--- config.mk ---
export PLATFORM = sky130hd
export DESIGN_NAME = brew_sequencer
export DESIGN_NICKNAME = d
export VERILOG_FILES = /design/src/rtl/brew_sequencer_pkg.sv /design/src/rtl/brew_sequencer_stage_timer.sv /design/src/rtl/brew_sequencer.sv
export SDC_FILE = /design/constraint.sdc
export NUM_CORES = 1
export LEC_CHECK = 0
export CAP_MARGIN = 10
export CORE_UTILIZATION = 40
export CTS_CLUSTER_SIZE = 16
export DETAILED_ROUTE_END_ITERATION = 16
export PLACE_DENSITY = 0.66
export SLEW_MARGIN = 10
export SYNTH_ARGS = -nofsm -noshare
export SYNTH_HDL_FRONTEND = slang
export SYNTH_SLANG_ARGS = --single-unit
--- constraint.sdc ---
create_clock -name clk -period 2.71 [get_ports clk]
set_input_delay 0.4065 -clock clk [delete_from_list [all_inputs] [get_ports clk]]
set_output_delay 0.4065 -clock clk [all_outputs]
set_load 0.01 [all_outputs]
--- src/rtl/brew_sequencer_pkg.sv ---
// Shared coffee-machine definitions: stage encodings, LED bit positions and the
// helper that turns a stage code into its one-hot LED pattern.
package brew_sequencer_pkg;

  localparam logic [2:0] ST_IDLE = 3'd0;
  localparam logic [2:0] ST_HEAT = 3'd1;
  localparam logic [2:0] ST_BREW = 3'd2;
  localparam logic [2:0] ST_MILK = 3'd3;
  localparam logic [2:0] ST_POUR = 3'd4;
  localparam logic [2:0] ST_DONE = 3'd5;

  localparam int LED_HEAT = 3;
  localparam int LED_BREW = 4;
  localparam int LED_MILK = 5;
  localparam int LED_POUR = 6;
  localparam int LED_DONE = 7;

  // Unused encodings light nothing, so a corrupted state never shows a stage.
  function automatic logic [7:3] stage_led(input logic [2:0] st);
    logic [7:3] v;
    v = '0;
    case (st)
      ST_HEAT: v[LED_HEAT] = 1'b1;
      ST_BREW: v[LED_BREW] = 1'b1;
      ST_MILK: v[LED_MILK] = 1'b1;
      ST_POUR: v[LED_POUR] = 1'b1;
      ST_DONE: v[LED_DONE] = 1'b1;
      default: v = '0;
    endcase
    return v;
  endfunction

endpackage

--- src/rtl/brew_sequencer_stage_timer.sv ---
// Loadable down-counter that measures a stage in divisor ticks; expire flags the
// tick that ends the stage.
module stage_timer #(
  parameter int CNT_W = 8
) (
  input  logic             clk,
  input  logic             rst_n,
  input  logic             load,
  input  logic [CNT_W-1:0] load_val,
  input  logic             tick,
  input  logic             clr,
  output logic [CNT_W-1:0] cnt,
  output logic             expire
);

  logic [CNT_W-1:0] r_cnt;

  // clr beats load beats tick: aborts win, and a stage change reloads rather than decrements.
  always_ff @(posedge clk or negedge rst_n) begin
    if (!rst_n) begin
      r_cnt <= '0;
    end else if (clr) begin
      r_cnt <= '0;
    end else if (load) begin
      r_cnt <= load_val;
    end else if (tick && (r_cnt != '0)) begin
      r_cnt <= r_cnt - 1'b1;
    end
  end

  assign cnt    = r_cnt;
  assign expire = tick && (r_cnt == CNT_W'(1));

endmodule

--- src/rtl/brew_sequencer.sv ---
// Coffee-cycle sequencer: walks HEAT, BREW, optional MILK, POUR and DONE, holding
// each stage for a fixed number of divisor ticks.
module brew_sequencer
  import brew_sequencer_pkg::*;
#(
  parameter int CNT_W  = 8,
  parameter int HEAT_T = 5,
  parameter int BREW_T = 10,
  parameter int MILK_T = 4,
  parameter int POUR_T = 3,
  parameter int DONE_T = 2
) (
  input  logic             clk,
  input  logic             rst_n,
  input  logic             tick,
  input  logic             start,
  input  logic             cancel,
  input  logic [1:0]       sel,
  output logic             busy,
  output logic             done,
  output logic [7:3]       led,
  output logic [CNT_W-1:0] secs_left
);

  localparam longint unsigned CNT_MAX = (64'd1 << CNT_W) - 64'd1;

  function automatic logic [CNT_W-1:0] sat_dur(input longint unsigned v);
    if (v > CNT_MAX) return '1;
    return CNT_W'(v);
  endfunction

  localparam logic [CNT_W-1:0] HEAT_DUR  = sat_dur(longint'(HEAT_T));
  localparam logic [CNT_W-1:0] BREW_DUR  = sat_dur(longint'(BREW_T));
  localparam logic [CNT_W-1:0] BREW_LONG = sat_dur(2 * longint'(BREW_T));
  localparam logic [CNT_W-1:0] MILK_DUR  = sat_dur(longint'(MILK_T));
  localparam logic [CNT_W-1:0] POUR_DUR  = sat_dur(longint'(POUR_T));
  localparam logic [CNT_W-1:0] DONE_DUR  = sat_dur(longint'(DONE_T));

  logic [2:0]       r_state;
  logic [1:0]       r_sel_q;
  logic [2:0]       w_next;
  logic             w_load;
  logic             w_clr;
  logic             w_latch_sel;
  logic [CNT_W-1:0] w_load_val;
  logic [CNT_W-1:0] w_cnt;
  logic             w_expire;

  stage_timer #(.CNT_W(CNT_W)) u_timer (
    .clk      (clk),
    .rst_n    (rst_n),
    .load     (w_load),
    .load_val (w_load_val),
    .tick     (tick),
    .clr      (w_clr),
    .cnt      (w_cnt),
    .expire   (w_expire)
  );

  always_comb begin
    w_next      = r_state;
    w_load      = 1'b0;
    w_clr       = 1'b0;
    w_latch_sel = 1'b0;
    w_load_val  = '0;
    if (r_state == ST_IDLE) begin
      if (start && !cancel) begin
        w_next      = ST_HEAT;
        w_load      = 1'b1;
        w_load_val  = HEAT_DUR;
        w_latch_sel = 1'b1;
      end
    end else if (cancel) begin
      w_next = ST_IDLE;
      w_clr  = 1'b1;
    end else begin
      case (r_state)
        ST_HEAT: if (w_expire) begin
          w_next     = ST_BREW;
          w_load     = 1'b1;
          w_load_val = r_sel_q[1] ? BREW_LONG : BREW_DUR;
        end
        ST_BREW: if (w_expire) begin
          w_next     = r_sel_q[0] ? ST_MILK : ST_POUR;
          w_load     = 1'b1;
          w_load_val = r_sel_q[0] ? MILK_DUR : POUR_DUR;
        end
        ST_MILK: if (w_expire) begin
          w_next     = ST_POUR;
          w_load     = 1'b1;
          w_load_val = POUR_DUR;
        end
        ST_POUR: if (w_expire) begin
          w_next     = ST_DONE;
          w_load     = 1'b1;
          w_load_val = DONE_DUR;
        end
        ST_DONE: if (w_expire) begin
          w_next = ST_IDLE;
          w_clr  = 1'b1;
        end
        default: begin
          w_next = ST_IDLE;
          w_clr  = 1'b1;
        end
      endcase
    end
  end

  always_ff @(posedge clk or negedge rst_n) begin
    if (!rst_n) begin
      r_state <= ST_IDLE;
      r_sel_q <= 2'b00;
    end else begin
      r_state <= w_next;
      if (w_latch_sel) r_sel_q <= sel;
    end
  end

  // Outputs come straight off the state and counter registers, so they change with the state.
  assign busy      = (r_state != ST_IDLE);
  assign done      = (r_state == ST_DONE);
  assign led       = stage_led(r_state);
  assign secs_left = w_cnt;

endmodule

==> impl_table.tex, run 1 <==
\begin{tabular}{lr}
\hline
Metric & Value \\
\hline
\multicolumn{2}{l}{\textbf{Run status}} \\
\quad Outcome & completed \\
\multicolumn{2}{l}{\textbf{Logic synthesis}} \\
\quad Gate Count Post-Synth & about 110 \\
\quad Area fraction of the dominant cell type after synthesis & 0.340 \\
\quad Average cell area after synthesis & between 8 and 9 um\^{}2 \\
\quad Primary FF master, synth & sky130\_fd\_sc\_hd\_\_dfrtp\_1 \\
\quad Area fraction in and, or, nand and nor cells after synthesis & 0.274 \\
\quad Ys Warns & 0 \\
\quad Count of state elements after synthesis & 13 \\
\quad Leading cell types by count after synthesis & 13 x sky130\_fd\_sc\_hd\_\_dfrtp\_1, 12 x sky130\_fd\_sc\_hd\_\_nor2\_1, 8 x sky130\_fd\_sc\_hd\_\_nand2\_1 \\
\quad Parity-gate share of the synthesized area counting xor and xnor cells & 0.0550 \\
\quad Distinct cell type count of the synthesized netlist & a little over 40 \\
\quad Combinational family with the most area after synthesis & simple AND/OR/NAND/NOR gates \\
\quad Mux contribution to synthesized area & 0.0340 \\
\quad Yosys top cell by area & sky130\_fd\_sc\_hd\_\_dfrtp\_1 \\
\quad Fraction of synthesis flops using an asynchronous set or reset pin & 1.00 \\
\quad Number of enable-type register cells in the synthesized netlist & 0 \\
\quad Syn nets & 118 \\
\quad Synthesized-area fraction occupied by ao, oa, aoi and oai cells & 0.199 \\
\quad Adder-cell share of the synthesized area & 0.0393 \\
\quad Sequential element share of the synthesized area & 0.340 \\
\quad Most area-consuming cells after synthesis & sky130\_fd\_sc\_hd\_\_dfrtp\_1 34\%, sky130\_fd\_sc\_hd\_\_nor2\_1 4.7\%, sky130\_fd\_sc\_hd\_\_ha\_1 3.9\%, sky130\_fd\_sc\_hd\_\_a21oi\_1 3.1\%, sky130\_fd\_sc\_hd\_\_nand2\_1 3.1\% \\
\quad Netlist area before placement & roughly 960 um\^{}2 \\
\quad Most used standard cell by instance count after synthesis & sky130\_fd\_sc\_hd\_\_dfrtp\_1 \\
\multicolumn{2}{l}{\textbf{CTS}} \\
\quad Post-cts repair resize count & 0 \\
\quad TritonCTS clock tree & done \\
\quad Clk\_lat worst skew & about 280 ps \\
\quad CTS root buffer & sky130\_fd\_sc\_hd\_\_clkbuf\_4 \\
\quad Clk buf depth & 2 \\
\quad CTS clock-pin slew for the worst setup and hold paths & around 90 ps \\
\quad Number of buffers created by CTS & 3 \\
\quad Clock tree sinks & 13 \\
\quad CTS H-tree lvls & 1 \\
\quad \# Post-CTS Setup Buffers & 0 \\
\quad Cts-stage hold buffer count & 0 \\
\multicolumn{2}{l}{\textbf{Global route}} \\
\quad Wire length of the first global-routing pass & approximately 3700 um \\
\quad Gr ovfl total & 0 \\
\quad Number of antenna violations at the first check in global routing & 0 \\
\quad Number of global-route vias before repair & 787 \\
\quad GRT Resource Usage Total & 0.196 \\
\quad Maximum number of pins on one net before global-route repair & 19 \\
\multicolumn{2}{l}{\textbf{Die}} \\
\quad Standard cell core area & 2230 um\^{}2 \\
\quad Overall die area & 2590 um\^{}2 \\
\quad Effective utilization at floorplan & 0.428 \\
\quad Die boundary height & roughly 50 um \\
\quad Number of rows created at floorplan & 17 \\
\quad Number of top-level pins & 22 \\
\quad Horizontal die dimension & between 50 and 60 um \\
\multicolumn{2}{l}{\textbf{Setup path}} \\
\quad Critical register-to-register path endpoint & r\_state[2]\$\_DFFE\_PN0P\_ \\
\quad Largest delay contributor family on the critical path & buffers and inverters \\
\quad Setup slack on the worst flop-to-flop path & around 470 ps \\
\quad Endpoint type of the worst setup path & output pin \\
\quad Cells along the critical path & nor3\_1 -> inv\_1 -> clkdlybuf4s50\_1 \\
\quad Slowest Stage Delay on Critical Path & around 540 ps \\
\quad Endpoint of the worst setup timing path & busy \\
\quad Worst setup path startpoint & r\_state[2]\$\_DFFE\_PN0P\_ \\
\quad CP Max Fanout & 16 \\
\quad Cells on worst reg2reg path & 5 \\
\quad Buffers \& Inverters on Critical Path & 2 \\
\quad Required time of the critical path & about 2300 ps \\
\quad Critical Path Source Type & register \\
\quad Worst EP arrival & roughly 1900 ps \\
\quad Master of the slowest instance on the critical path & sky130\_fd\_sc\_hd\_\_dfrtp\_1 \\
\quad Critical path depth & 3 \\
\quad Reg-to-reg critical path startpoint & u\_timer.cnt[4]\$\_DFFE\_PN0P\_ \\
\quad Critical setup path kind & reg -> out \\
\multicolumn{2}{l}{\textbf{STA}} \\
\quad Actual slew at the worst max-slew pin & around 640 ps \\
\quad Final Setup Violations & 0 \\
\quad Relative slew slack & 0.568 \\
\quad Unrepaired setup endpoints after global routing & false \\
\quad Peak Freq & $\sim$430 MHz \\
\quad Post-Route Skew & about 9 ps \\
\quad Number of pins exceeding their max-slew limit in the final report & 0 \\
\quad Post-route minimum period & about 2300 ps \\
\quad Final worst hold slack & 496 ps \\
\quad Fin crit share & 0.860 \\
\quad Total negative slack for setup checks & 0 ps \\
\quad Final count of hold timing violations & 0 \\
\multicolumn{2}{l}{\textbf{Power}} \\
\quad Leakage power figure & 0.482 nW \\
\quad Total power density per cell area & $\sim$1100 nW/um\^{}2 \\
\quad Maximum vdd drop & $\sim$0.00067 V \\
\multicolumn{2}{l}{\textbf{Cells and area}} \\
\quad Count of nets after finishing & around 140 \\
\quad Area occupied by multi-input gates & $\sim$570 um\^{}2 \\
\quad Filler Cell Count & around 220 \\
\quad Area growth, synth to finish & 24.6\% \\
\quad Total inserted antenna cells & 0 \\
\quad Layout cells sized above 1 & 0.103 \\
\quad Storage cell area & about 330 um\^{}2 \\
\quad Core Util, Final & 0.533 \\
\multicolumn{2}{l}{\textbf{Routing}} \\
\quad Number of nets still failing antenna checks after routing & 0 \\
\quad DR DRC count & 0 \\
\quad Total Routed Length & 2120 um \\
\quad Pre-antenna DRT Iters & 4 \\
\quad Average routed wire per standard cell & about 14 um \\
\quad Via/cell ratio & 5.48 \\
\quad Number of DRC markers after the initial detailed-route iteration & 15 \\
\quad Total number of vias & between 800 and 900 \\
\multicolumn{2}{l}{\textbf{Job}} \\
\quad Maximum capacitance violations & 0 \\
\multicolumn{2}{l}{\textbf{Worst hold path}} \\
\quad Class of the tightest hold or removal check & in -> async \\
\multicolumn{2}{l}{\textbf{Placement}} \\
\quad Input/output buffers & 21 \\
\quad Last weighted congestion value of the routability-driven placer & 0.882 \\
\quad Post-detail-place hpwl & approximately 1600 um \\
\hline
\end{tabular}
==> report_power, final <==
part / switching, mW / total, mW / internal, mW / leakage (nW)
registers: 0.132 / 0.406 / 0.274 / 0.168
clock network: 0.0648 / 0.119 / 0.0547 / 0.0177
logic: 0.363 / 0.748 / 0.386 / 0.296
==> worst register-to-register path, stage by stage (launching register included) <==
cell,delay [ps]
sky130_fd_sc_hd__dfrtp_1,430
sky130_fd_sc_hd__or4_4,600
sky130_fd_sc_hd__nor4_4,580
sky130_fd_sc_hd__o32a_4,350
sky130_fd_sc_hd__a32oi_1,110
sky130_fd_sc_hd__nor2_1,110
==> through the flow <==
step	worst slack, ps	std cells	total power, mW	area, um^2
2_1_floorplan	789	108	0.892	956
3_3_place_gp	539	150	1.15	1160
3_5_place_dp	542	150	1.15	1160
4_1_cts	389	154	1.28	1190
5_1_grt	271	154	1.39	1190
6_report	379	154	1.27	1190
==> cell families after synthesis <==
group | Yosys count
AO/OA/AOI/OAI | 25
XOR/XNOR | 6
adder cells (fa/ha/maj) | 3
buffers and inverters | 12
flip-flops | 13
multiplexers | 3
AND/OR/NAND/NOR | 46
==> area by class of cell <==
class	count	area share
flip-flops and latches	13	0.273
repair buffers	21	0.176
clock inverters	1	0.00420
clock buffers	3	0.0189
well taps	28	0.0294
multi-input cells	83	0.482
inverters	5	0.0158
==> worst min path at each step <==
stage                                      end  depth (start not counted)
floorplan               r_sel_q[0]$_DFFE_PN0P_                          0
global placement    u_timer.cnt[3]$_DFFE_PN0P_                          1
detailed placement  u_timer.cnt[3]$_DFFE_PN0P_                          1
CTS                 u_timer.cnt[7]$_DFFE_PN0P_                          1
global route        u_timer.cnt[7]$_DFFE_PN0P_                          1
finish              u_timer.cnt[3]$_DFFE_PN0P_                          1
==> sequential cells by signal, indices dropped and copies added, names as in the netlist <==
| signal | cells |
|---|---|
| u_timer.cnt | 8 |
| r_sel_q | 2 |
| r_state | 3 |
==> layer usage <==
layer / GRT usage / share of wire
met3: 0.0476 / 0.052
met2: 0.293 / 0.46
met1: 0.281 / 0.48
met4: 0.0556 / 0.0061
met5: 0 / 0
==> placed cells by master (no fill, tap or decap), types with 2 or more instances in the layout <==
master | netlist | routed
sky130_fd_sc_hd__or3_1 | 4 | 4
sky130_fd_sc_hd__xnor2_1 | 3 | 3
sky130_fd_sc_hd__nand2b_1 | 2 | 2
sky130_fd_sc_hd__clkdlybuf4s50_1 | 0 | 21
sky130_fd_sc_hd__nor3_1 | 3 | 3
sky130_fd_sc_hd__o21a_1 | 3 | 3
sky130_fd_sc_hd__clkbuf_4 | 0 | 3
sky130_fd_sc_hd__a22oi_1 | 3 | 3
sky130_fd_sc_hd__nand3_1 | 2 | 2
sky130_fd_sc_hd__o21bai_1 | 2 | 2
sky130_fd_sc_hd__and2_1 | 2 | 2
sky130_fd_sc_hd__nand2_1 | 8 | 8
sky130_fd_sc_hd__nor3b_1 | 2 | 2
sky130_fd_sc_hd__xor2_1 | 3 | 3
sky130_fd_sc_hd__mux2_2 | 2 | 2
sky130_fd_sc_hd__o22ai_1 | 2 | 2
sky130_fd_sc_hd__nor2_1 | 12 | 12
sky130_fd_sc_hd__nor2b_1 | 3 | 3
sky130_fd_sc_hd__inv_1 | 5 | 5
sky130_fd_sc_hd__dfrtp_1 | 13 | 13
sky130_fd_sc_hd__ha_1 | 3 | 3
sky130_fd_sc_hd__a21oi_1 | 6 | 6
(Power assumes the default switching activity.)
==> run 2: changes to the inputs <==
--- a/config.mk
+++ b/config.mk
@@ -6,10 +6,10 @@
 export NUM_CORES = 1
 export LEC_CHECK = 0
 export CAP_MARGIN = 10
-export CORE_UTILIZATION = 40
+export CORE_UTILIZATION = 45
 export CTS_CLUSTER_SIZE = 16
 export DETAILED_ROUTE_END_ITERATION = 16
-export PLACE_DENSITY = 0.66
+export PLACE_DENSITY = 0.73
 export SLEW_MARGIN = 10
 export SYNTH_ARGS = -nofsm -noshare
 export SYNTH_HDL_FRONTEND = slang
==> run 2 against run 1 <==
  * Non-clock buffer count increased by 1
  * Register-to-register slack improved by 50 ps
  * Clock skew fell by 2.6 ps
  * Worst hold slack hardly changed
  * Sequential share of layout area is 0.11 points lower
  * Critical endpoint unchanged
==> impl_table.tex, run 2 (same netlist as run 1, synthesis figures left out) <==
\begin{tabular}{lr}
\hline
Metric & Value \\
\hline
\multicolumn{2}{l}{\textbf{Routing}} \\
\quad Pre-antenna DRT Iters & 4 \\
\quad Number of nets still failing antenna checks after routing & 0 \\
\quad Via/cell ratio & approximately 5.6 \\
\quad DR DRC count & 0 \\
\quad Total Routed Length & between 2000 and 2500 um \\
\quad Total number of vias & about 860 \\
\quad Average routed wire per standard cell & about 13 um \\
\quad Number of DRC markers after the initial detailed-route iteration & 26 \\
\multicolumn{2}{l}{\textbf{Setup path}} \\
\quad CP Max Fanout & 16 \\
\quad Required time of the critical path & approximately 2300 ps \\
\quad Master of the slowest instance on the critical path & sky130\_fd\_sc\_hd\_\_dfrtp\_1 \\
\quad Worst EP arrival & about 1900 ps \\
\quad Critical Path Source Type & register \\
\quad Endpoint type of the worst setup path & output pin \\
\quad Critical setup path kind & reg -> out \\
\quad Cells along the critical path & nor3\_1 -> inv\_1 -> clkdlybuf4s50\_1 \\
\quad Buffers \& Inverters on Critical Path & 2 \\
\quad Slowest Stage Delay on Critical Path & 550 ps \\
\quad Largest delay contributor family on the critical path & buffers and inverters \\
\multicolumn{2}{l}{\textbf{CTS}} \\
\quad \# Post-CTS Setup Buffers & 0 \\
\quad TritonCTS clock tree & done \\
\quad Cts-stage hold buffer count & 0 \\
\quad CTS root buffer & sky130\_fd\_sc\_hd\_\_clkbuf\_4 \\
\quad CTS H-tree lvls & 1 \\
\quad CTS clock-pin slew for the worst setup and hold paths & 80 ps \\
\quad Clk buf depth & 2 \\
\quad Post-cts repair resize count & 0 \\
\quad Number of buffers created by CTS & 3 \\
\quad Clk\_lat worst skew & about 270 ps \\
\quad Clock tree sinks & 13 \\
\multicolumn{2}{l}{\textbf{STA}} \\
\quad Final worst hold slack & just under 500 ps \\
\quad Final count of hold timing violations & 0 \\
\quad Final worst slack & roughly 400 ps \\
\quad Relative slew slack & 0.586 \\
\quad Unrepaired setup endpoints after global routing & false \\
\quad Post-route minimum period & between 2000 and 2500 ps \\
\quad Number of pins exceeding their max-slew limit in the final report & 0 \\
\quad Fin crit share & 0.851 \\
\quad Peak Freq & about 430 MHz \\
\quad Post-Route Skew & $\sim$6.6 ps \\
\quad Final Setup Violations & 0 \\
\quad Actual slew at the worst max-slew pin & around 620 ps \\
\quad Total negative slack for setup checks & 0 ps \\
\multicolumn{2}{l}{\textbf{Die}} \\
\quad Standard cell core area & 1980 um\^{}2 \\
\quad Effective utilization at floorplan & 0.482 \\
\quad Number of rows created at floorplan & 16 \\
\quad Horizontal die dimension & around 48 um \\
\quad Number of top-level pins & 22 \\
\quad Die boundary height & approximately 48 um \\
\quad Overall die area & around 2300 um\^{}2 \\
\multicolumn{2}{l}{\textbf{Cells and area}} \\
\quad Total inserted antenna cells & 0 \\
\quad Highest-count cells in the layout ignoring fill and taps & 21 x sky130\_fd\_sc\_hd\_\_clkdlybuf4s50\_1, 13 x sky130\_fd\_sc\_hd\_\_dfrtp\_1, 12 x sky130\_fd\_sc\_hd\_\_nor2\_1, 8 x sky130\_fd\_sc\_hd\_\_nand2\_1, 6 x sky130\_fd\_sc\_hd\_\_a21oi\_1 \\
\quad Area growth, synth to finish & 25.1\% \\
\quad Count of nets after finishing & between 100 and 150 \\
\quad Most common cell after layout, fill and taps aside & sky130\_fd\_sc\_hd\_\_clkdlybuf4s50\_1 \\
\quad Final design area excluding fillers & 1200 um\^{}2 \\
\quad Filler Cell Count & 176 \\
\quad Number of standard cells in the final layout excluding fillers & roughly 150 \\
\quad Max FFs per register & 8 \\
\quad Layout cells sized above 1 & 0.102 \\
\multicolumn{2}{l}{\textbf{Worst hold path}} \\
\quad Class of the tightest hold or removal check & in -> async \\
\multicolumn{2}{l}{\textbf{Power}} \\
\quad Maximum vdd drop & just over 0.0006 V \\
\quad Leakage power figure & just under 0.5 nW \\
\quad Total power density per cell area & between 1000 and 1500 nW/um\^{}2 \\
\multicolumn{2}{l}{\textbf{Global route}} \\
\quad GRT Resource Usage Total & 0.194 \\
\quad Number of antenna violations at the first check in global routing & 0 \\
\quad Number of global-route vias before repair & about 680 \\
\quad Maximum number of pins on one net before global-route repair & 17 \\
\quad Wire length of the first global-routing pass & roughly 3100 um \\
\quad Gr ovfl total & 0 \\
\multicolumn{2}{l}{\textbf{Placement}} \\
\quad Post-detail-place hpwl & 1550 um \\
\quad Input/output buffers & 21 \\
\quad Placed Instances & 150 \\
\quad Placed inst area & between 1000 and 1500 um\^{}2 \\
\quad Worst setup slack before clock tree synthesis & between 500 and 600 ps \\
\quad Last weighted congestion value of the routability-driven placer & roughly 0.84 \\
\multicolumn{2}{l}{\textbf{Run status}} \\
\quad Outcome & completed \\
\multicolumn{2}{l}{\textbf{Job}} \\
\quad Maximum capacitance violations & 0 \\
\hline
\end{tabular}
-- run 2: per-stage QoR --
stage,util,power (mW)
finish,0.604,1.27
global route,0.604,1.38
CTS,0.604,1.28
detailed placement,0.590,1.16
global placement,0.590,1.15
floorplan,-,0.892
-- run 2: layout make-up --
cell class,count,area [um^2],area share
Timing Repair Buffer,22,218,0.182
Inverter,5,18.8,0.0157
Tap cell,27,33.8,0.0282
Sequential cell,13,325,0.272
Clock buffer,4,26.3,0.0220
Multi-Input combinational cell,83,574,0.480
-- run 2: worst paths after layout --
check	startpoint	endpoint	slack, ps	depth (start not counted)
min in group clk	r_sel_q[1]$_DFFE_PN0P_	u_timer.cnt[3]$_DFFE_PN0P_	520	1
setup / recovery	r_state[2]$_DFFE_PN0P_	busy	400	3
hold reg to reg	r_sel_q[1]$_DFFE_PN0P_	u_timer.cnt[3]$_DFFE_PN0P_	520	1
hold / removal	rst_n	u_timer.cnt[3]$_DFFE_PN0P_	500	1
max in group asynchronous	rst_n	r_sel_q[0]$_DFFE_PN0P_	1830	1
setup reg to reg	u_timer.cnt[4]$_DFFE_PN0P_	r_state[2]$_DFFE_PN0P_	520	5
-- run 2: routing by layer --
| layer | GRT usage | wire length, um | up-vias |
|---|---|---|---|
| met1 | 0.304 | 963 | 398 |
| met4 | 0.0167 | 4 | 0 |
| li1 | - | - | 428 |
| met5 | 0 | 0 | - |
| met2 | 0.273 | 913 | 29 |
| met3 | 0.0593 | 161 | 3 |
-- run 2: where the power goes --
group	switching, mW	internal [mW]
Sequential	0.125	0.275
Combinational	0.364	0.390
Clock	0.0588	0.0570
